`src/rtl/ahb_chk_pkg.sv`:
```
// Shared AHB encodings, checker FSM states and burst helper functions.
// Stateless definitions only; no latency or backpressure of its own.
package ahb_chk_pkg;

    typedef enum logic [1:0] {TR_IDLE = 2'b00, TR_BUSY = 2'b01, TR_NONSEQ = 2'b10, TR_SEQ = 2'b11} htrans_e;

    typedef enum logic [2:0] {
        BU_SINGLE = 3'd0, BU_INCR  = 3'd1, BU_WRAP4  = 3'd2, BU_INCR4  = 3'd3,
        BU_WRAP8  = 3'd4, BU_INCR8 = 3'd5, BU_WRAP16 = 3'd6, BU_INCR16 = 3'd7
    } hburst_e;

    typedef enum logic [1:0] {RS_OKAY = 2'b00, RS_ERROR = 2'b01, RS_RETRY = 2'b10, RS_SPLIT = 2'b11} hresp_e;

    typedef enum logic [2:0] {
        CHK_ALIGN = 3'd0, CHK_SIZE = 3'd1, CHK_KB = 3'd2, CHK_SEQADDR = 3'd3,
        CHK_SEQCTL = 3'd4, CHK_BEATS = 3'd5, CHK_RESP2 = 3'd6, CHK_IDLE_OK = 3'd7
    } chk_e;

    typedef enum logic {ST_IDLE = 1'b0, ST_BURST = 1'b1} bst_e;
    typedef enum logic {RSP_OK = 1'b0, RSP_FIRST = 1'b1} rsp_e;

    // Zero means undefined length (INCR).
    function automatic logic [4:0] beat_len(input logic [2:0] burst);
        case (burst)
            BU_SINGLE:           return 5'd1;
            BU_INCR:             return 5'd0;
            BU_WRAP4, BU_INCR4:  return 5'd4;
            BU_WRAP8, BU_INCR8:  return 5'd8;
            default:             return 5'd16;
        endcase
    endfunction

    // Byte-address bits that wrap inside the burst boundary; zero for non-wrapping bursts.
    function automatic logic [11:0] wrap_mask(input logic [2:0] burst, input logic [2:0] size);
        case (burst)
            BU_WRAP4:  return (12'd4 << size) - 12'd1;
            BU_WRAP8:  return (12'd8 << size) - 12'd1;
            BU_WRAP16: return (12'd16 << size) - 12'd1;
            default:   return 12'd0;
        endcase
    endfunction

    function automatic logic [6:0] align_mask(input logic [2:0] size);
        return (7'd1 << size) - 7'd1;
    endfunction

    function automatic logic [2:0] lowest_idx(input logic [7:0] v);
        logic [2:0] idx;
        idx = 3'd0;
        for (int i = 7; i >= 0; i--) begin
            if (v[i]) idx = 3'(i);
        end
        return idx;
    endfunction

endpackage

```
`src/rtl/ahb_burst_addr_calc.sv`:
```
// Next beat address for INCR/WRAP bursts from the current address, HSIZE and HBURST.
// Purely combinational, zero latency; no flow control.
module ahb_burst_addr_calc
    import ahb_chk_pkg::*;
#(
    parameter int ADDR_W = 32
) (
    input  logic [ADDR_W-1:0] addr,
    input  logic [2:0]        size,
    input  logic [2:0]        burst,
    output logic [ADDR_W-1:0] next_addr
);

    logic [ADDR_W-1:0] incr;
    logic [ADDR_W-1:0] mask;

    always_comb begin
        incr      = addr + (ADDR_W'(1) << size);
        mask      = ADDR_W'(wrap_mask(burst, size));
        next_addr = (mask == '0) ? incr : ((addr & ~mask) | (incr & mask));
    end

endmodule

```
`config.mk`:
```
export PLATFORM = sky130hd
export DESIGN_NAME = ahb_burst_addr_calc
export DESIGN_NICKNAME = d
export VERILOG_FILES = /design/src/rtl/ahb_chk_pkg.sv /design/src/rtl/ahb_burst_addr_calc.sv
export SDC_FILE = /design/constraint.sdc
export NUM_CORES = 1
export LEC_CHECK = 0
export BUFFER_PORTS_ARGS = -buffer_cell sky130_fd_sc_hd__buf_2
export CAP_MARGIN = 5
export CORE_MARGIN = 2
export CORE_UTILIZATION = 49
export DETAILED_ROUTE_END_ITERATION = 8
export PLACE_DENSITY = 0.85
export SETUP_SLACK_MARGIN = 0.05
export SLEW_MARGIN = 15
export SYNTH_ARGS = -nofsm -noshare
export SYNTH_HDL_FRONTEND = slang
export SYNTH_SLANG_ARGS = --single-unit
```
`constraint.sdc`:
```
create_clock -name vclk -period 3.79
set_input_delay 0.5685 -clock vclk [all_inputs]
set_output_delay 0.5685 -clock vclk [all_outputs]
set_load 0.1 [all_outputs]
```
==> impl_metrics.csv, run 1 <==
group,metric,value,unit
outcome,haltStage,"global routing (5_1_grt)",
clocking,post_cts_buffers,0,
yosys,synth_compound_area_share,22.5,%
sta,worstEpCategory,"primary output",
die,die_x,57.0,um
global_route,grt_usage,66.1,%
yosys,yosys.area_share.simple,37.2,%
die,ios,70,
yosys,synth.net_count,253,
sta,worst_endpoint,"next_addr[27]",
global_route,grt_remaining_overflow,18,
yosys,yosys.area_share.xor_xnor,18.4,%
global_route,grt_max_degree,19,
die,die_h,57.0,um
place,io_buffers,70,
yosys,yosys-mux-area-fraction,4.81,%
yosys,yosysMostFrequentCell,"xnor2_1",
place,dpl.hpwl,5450,um
yosys,syn_area,0.00138,mm^2
yosys,ys_seq_area_share,0,%
yosys,synthCells,205,
die,fp-row-count,19,
yosys,yosysTopAreaCell,"xnor2_1",
yosys,synth_area_leaders,"xnor2_1 13%, ha_1 8.2%, nor2_1 5.2%",
place,dp_slack,0.0403,ns
yosys,synth-adder-area-share,9.62,%
die,initial_core_util,50.9,%
yosys,synth_cell_types,49,
yosys,yosys_warnings,0,
place,place.gp.congestion,0.874,
clocking,cts_resized,1,
yosys,synth_area_per_cell,6.73,um^2
outcome,status,"did not finish",
outcome,toolErrorMsg,"[ERROR GRT-0232] Routing congestion too high. Check the congestion heatmap in the GUI.",
yosys,synth_top_family_by_area,"simple AND/OR/NAND/NOR gates",
clocking,hold_buffers,0,
yosys,synthTopCellsByCount,"21 x xnor2_1, 19 x nor2_1, 16 x nand2_1",
yosys,synth_top_area_share,13.3,%
## through the flow
stage | setup TNS (ns) | cell area, um^2 | instances
floorplan | -0.434 | 1800 | 205
detailed placement | 0 | 2550 | 301
global placement | 0 | 2550 | 301
CTS | 0 | 2550 | 301
## metal layers
metal | overflow | GRT usage (%)
met1 | 0 | 63.3
met2 | 9 | 91.5
met3 | 0 | 40.6
met4 | 9 | 72.4
met5 | 0 | 0
## cells by family after synthesis
| kind of cell | after synthesis |
|---|---|
| AOI/OAI and AO/OA | 46 |
| xor gates and xnor gates | 29 |
| adders and majority gates | 10 |
| buffers and inverters | 21 |
| muxes | 6 |
| and+or+nand+nor | 93 |
==> inputs of run 2 (changes only) <==
CORE_AREA = 2 2 63 65   (was default)
CORE_MARGIN = default   (was 2)
CORE_UTILIZATION = default   (was 49)
DIE_AREA = 0 0 65 67   (was default)
PLACE_DENSITY = default   (was 0.85)
PLACE_DENSITY_LB_ADDON = 0.15   (was default)
SETUP_SLACK_MARGIN = default   (was 0.05)
==> impl_metrics.csv, run 2 <==
group,metric,value,unit
power,seqPwrFrac,0,%
setup_path,critical_path_class,"in2out",
final_layout,area_growth,84.9,%
final_layout,nClkBuffers,0,
yosys,synthCells,205,
power,sw_frac_of_total,66.3,%
place,dpl-instance-area,0.00254,mm^2
detailed_routing,drtPass1Iterations,4,
sta,drv_slew,0,
power,ir_drop,0.000177,V
detailed_routing,drc_errors,0,
sta,slew-limit-headroom,50.1,%
final_layout,nFlopsAndLatches,0,
setup_path,cp_common_cell,"nand2b_1",
clocking,hold_buffers,0,
setup_path,endpoint_kind,"output port",
detailed_routing,ant_nets,0,
final_layout,layout.nets,319,
sta,hold_viol,0,
detailed_routing,drtIter0Drc,65,
yosys,ys_seq_area_share,0,%
global_route,grt_antenna_before_repair,0,
sta,timing.setup.tns,0,ns
power,p_sw,0.310,mW
die,ios,70,
detailed_routing,vias,1739,
place,place.gp.congestion,0.895,
final_layout,seq_area,0,um^2
yosys,synthTopCellsByCount,"21 x xnor2_1, 19 x nor2_1, 16 x nand2_1",
setup_path,crit_chain,"buf_2 -> nand2b_1 -> nand2b_1 -> inv_1 -> ha_1 -> a211oi_1 -> nor3_2 -> o21a_1 -> and4_1 -> xor2_4 -> buf_12",
yosys,synth_area_per_cell,6.73,um^2
setup_path,cp_num_buf_inv,3,
setup_path,critPathLaunchType,"input pin",
hold_path,hold_class,"in2out",
detailed_routing,wirelength,4170,um
detailed_routing,via_per_inst,5.49,
global_route,grt_usage,19.1,%
setup_path,critical_path.startpoint,"size[1]",
die,dieArea,0.00436,mm^2
setup_path,crit_family,"simple AND/OR/NAND/NOR gates",
yosys,synth_area_leaders,"xnor2_1 13%, ha_1 8.2%, nor2_1 5.2%",
die,fp-row-count,22,
power,clkPwrFrac,0,%
setup_path,cp_data_arrival_time,3.05,ns
setup_path,cp.required,3.22,ns
sta,rsz0062_at_grt,"no",
die,die_h,67,um
yosys,yosysMostFrequentCell,"xnor2_1",
setup_path,slowest_delay,0.38,ns
power,p_per_area,183,mW/mm^2
place,dpl.hpwl,3580,um
global_route,grt_remaining_overflow,0,
sta,fin_crit_sh,95.6,%
yosys,synth_cell_types,49,
power,internal_power,0.157,mW
final_layout,drive_gt1_share,43.5,%
die,coreArea,0.00361,mm^2
global_route,grt_pass1_wl,6940,um
global_route,grt_max_degree,20,
sta,min_period,3.62,ns
outcome,status,"finished, final reports clean",
final_layout,mostFrequentLayoutCells,"44 x buf_2, 26 x buf_12, 19 x nor2_1",
final_layout,layout_commonest_cell,"buf_2",
hold_path,hold_path_startpoint,"addr[31]",
power,pwr-share-comb,100.0,%
setup_path,cp_max_fo,16,
global_route,grt_pass1_vias,1534,
sta,setup_viol,0,
power,p_leak,1.13,nW
die,die_x,65,um
yosys,yosys_warnings,0,
setup_path,critPathSlowestCell,"a211oi_1",
sta,max_freq,276,MHz
detailed_routing,post_drt_wl_per_cell,13.1,um
sta,worstMarginPinSlew,0.737,ns
yosys,synth.net_count,253,
final_layout,post-route-cell-area,0.00255,mm^2
yosys,yosysTopAreaCell,"xnor2_1",
yosys,syn_area,0.00138,mm^2
place,io_buffers,70,
die,initial_core_util,38.2,%
final_layout,n_antenna_cell,0,
yosys,synth_top_area_share,13.3,%
flow_run,cap_violations,0,
[run 2: cell counts after synthesis]
Identical to the previous run, type by type.
[run 2: metrics by stage]
step                      hold slack (ns)  std cells  util [%]  total power [mW]  setup slack [ns]
after CTS                            1.49        317      70.5             0.468             0.114
final                                1.49        317      70.7             0.467             0.168
after floorplan                      1.34        205         -             0.318            -0.418
after global routing                 1.51        317      70.7             0.488           0.00430
after global placement               1.49        317      70.5             0.464             0.125
after detailed placement             1.49        317      70.5             0.467             0.100
[run 2: power groups by stage]
stage               Combinational (mW)  Clock (mW)  Sequential (mW)
floorplan                        0.318           0                0
global placement                 0.464           0                0
detailed placement               0.467           0                0
CTS                              0.468           0                0
global route                     0.488           0                0
finish                           0.467           0                0
[run 2: cell families (layout without fill, tap and decap cells)]
| logic type | Yosys count | after routing | share of synthesized area (%) |
|---|---|---|---|
| muxes | 6 | 6 | 4.81 |
| xor gates and xnor gates | 29 | 29 | 18.4 |
| and+or+nand+nor | 93 | 93 | 37.2 |
| buffers and inverters | 21 | 85 | 7.44 |
| adders and majority gates | 10 | 10 | 9.62 |
| AOI/OAI and AO/OA | 46 | 46 | 22.5 |
[run 2: cell type report]
class              instances  area [um^2]
fillers                  295         1060
inverters                  8         30.0
multi-input cells        184         1670
well taps                 48         60.1
repair buffers            77          793
[run 2: final timing paths]
kind                       endpoint  slack (ns)  cells after the start
worst min-delay path  next_addr[31]        1.49                      3
worst max-delay path  next_addr[29]        0.17                     11
[run 2: worst min-delay path: stages]
cell     delay [ns]
buf_2          0.10
xnor2_2        0.08
buf_12         0.17
[run 2: routing by layer]
layer  up-vias  track usage, %  part of all wire [%]
li1        876               -                     -
met1       799            26.4                    44
met2        62            34.7                    49
met3         2            1.18                   6.1
met4         0               0                  0.50
met5         -               0                     0
[run 2: timing repair]
action / 4_1_cts / 5_1_grt
setup buffers: 0 / 0
resized for setup: 0 / 3
endpoints found under the setup margin: 0 / 17
No activity file was read; power rests on OpenSTA's default activity.
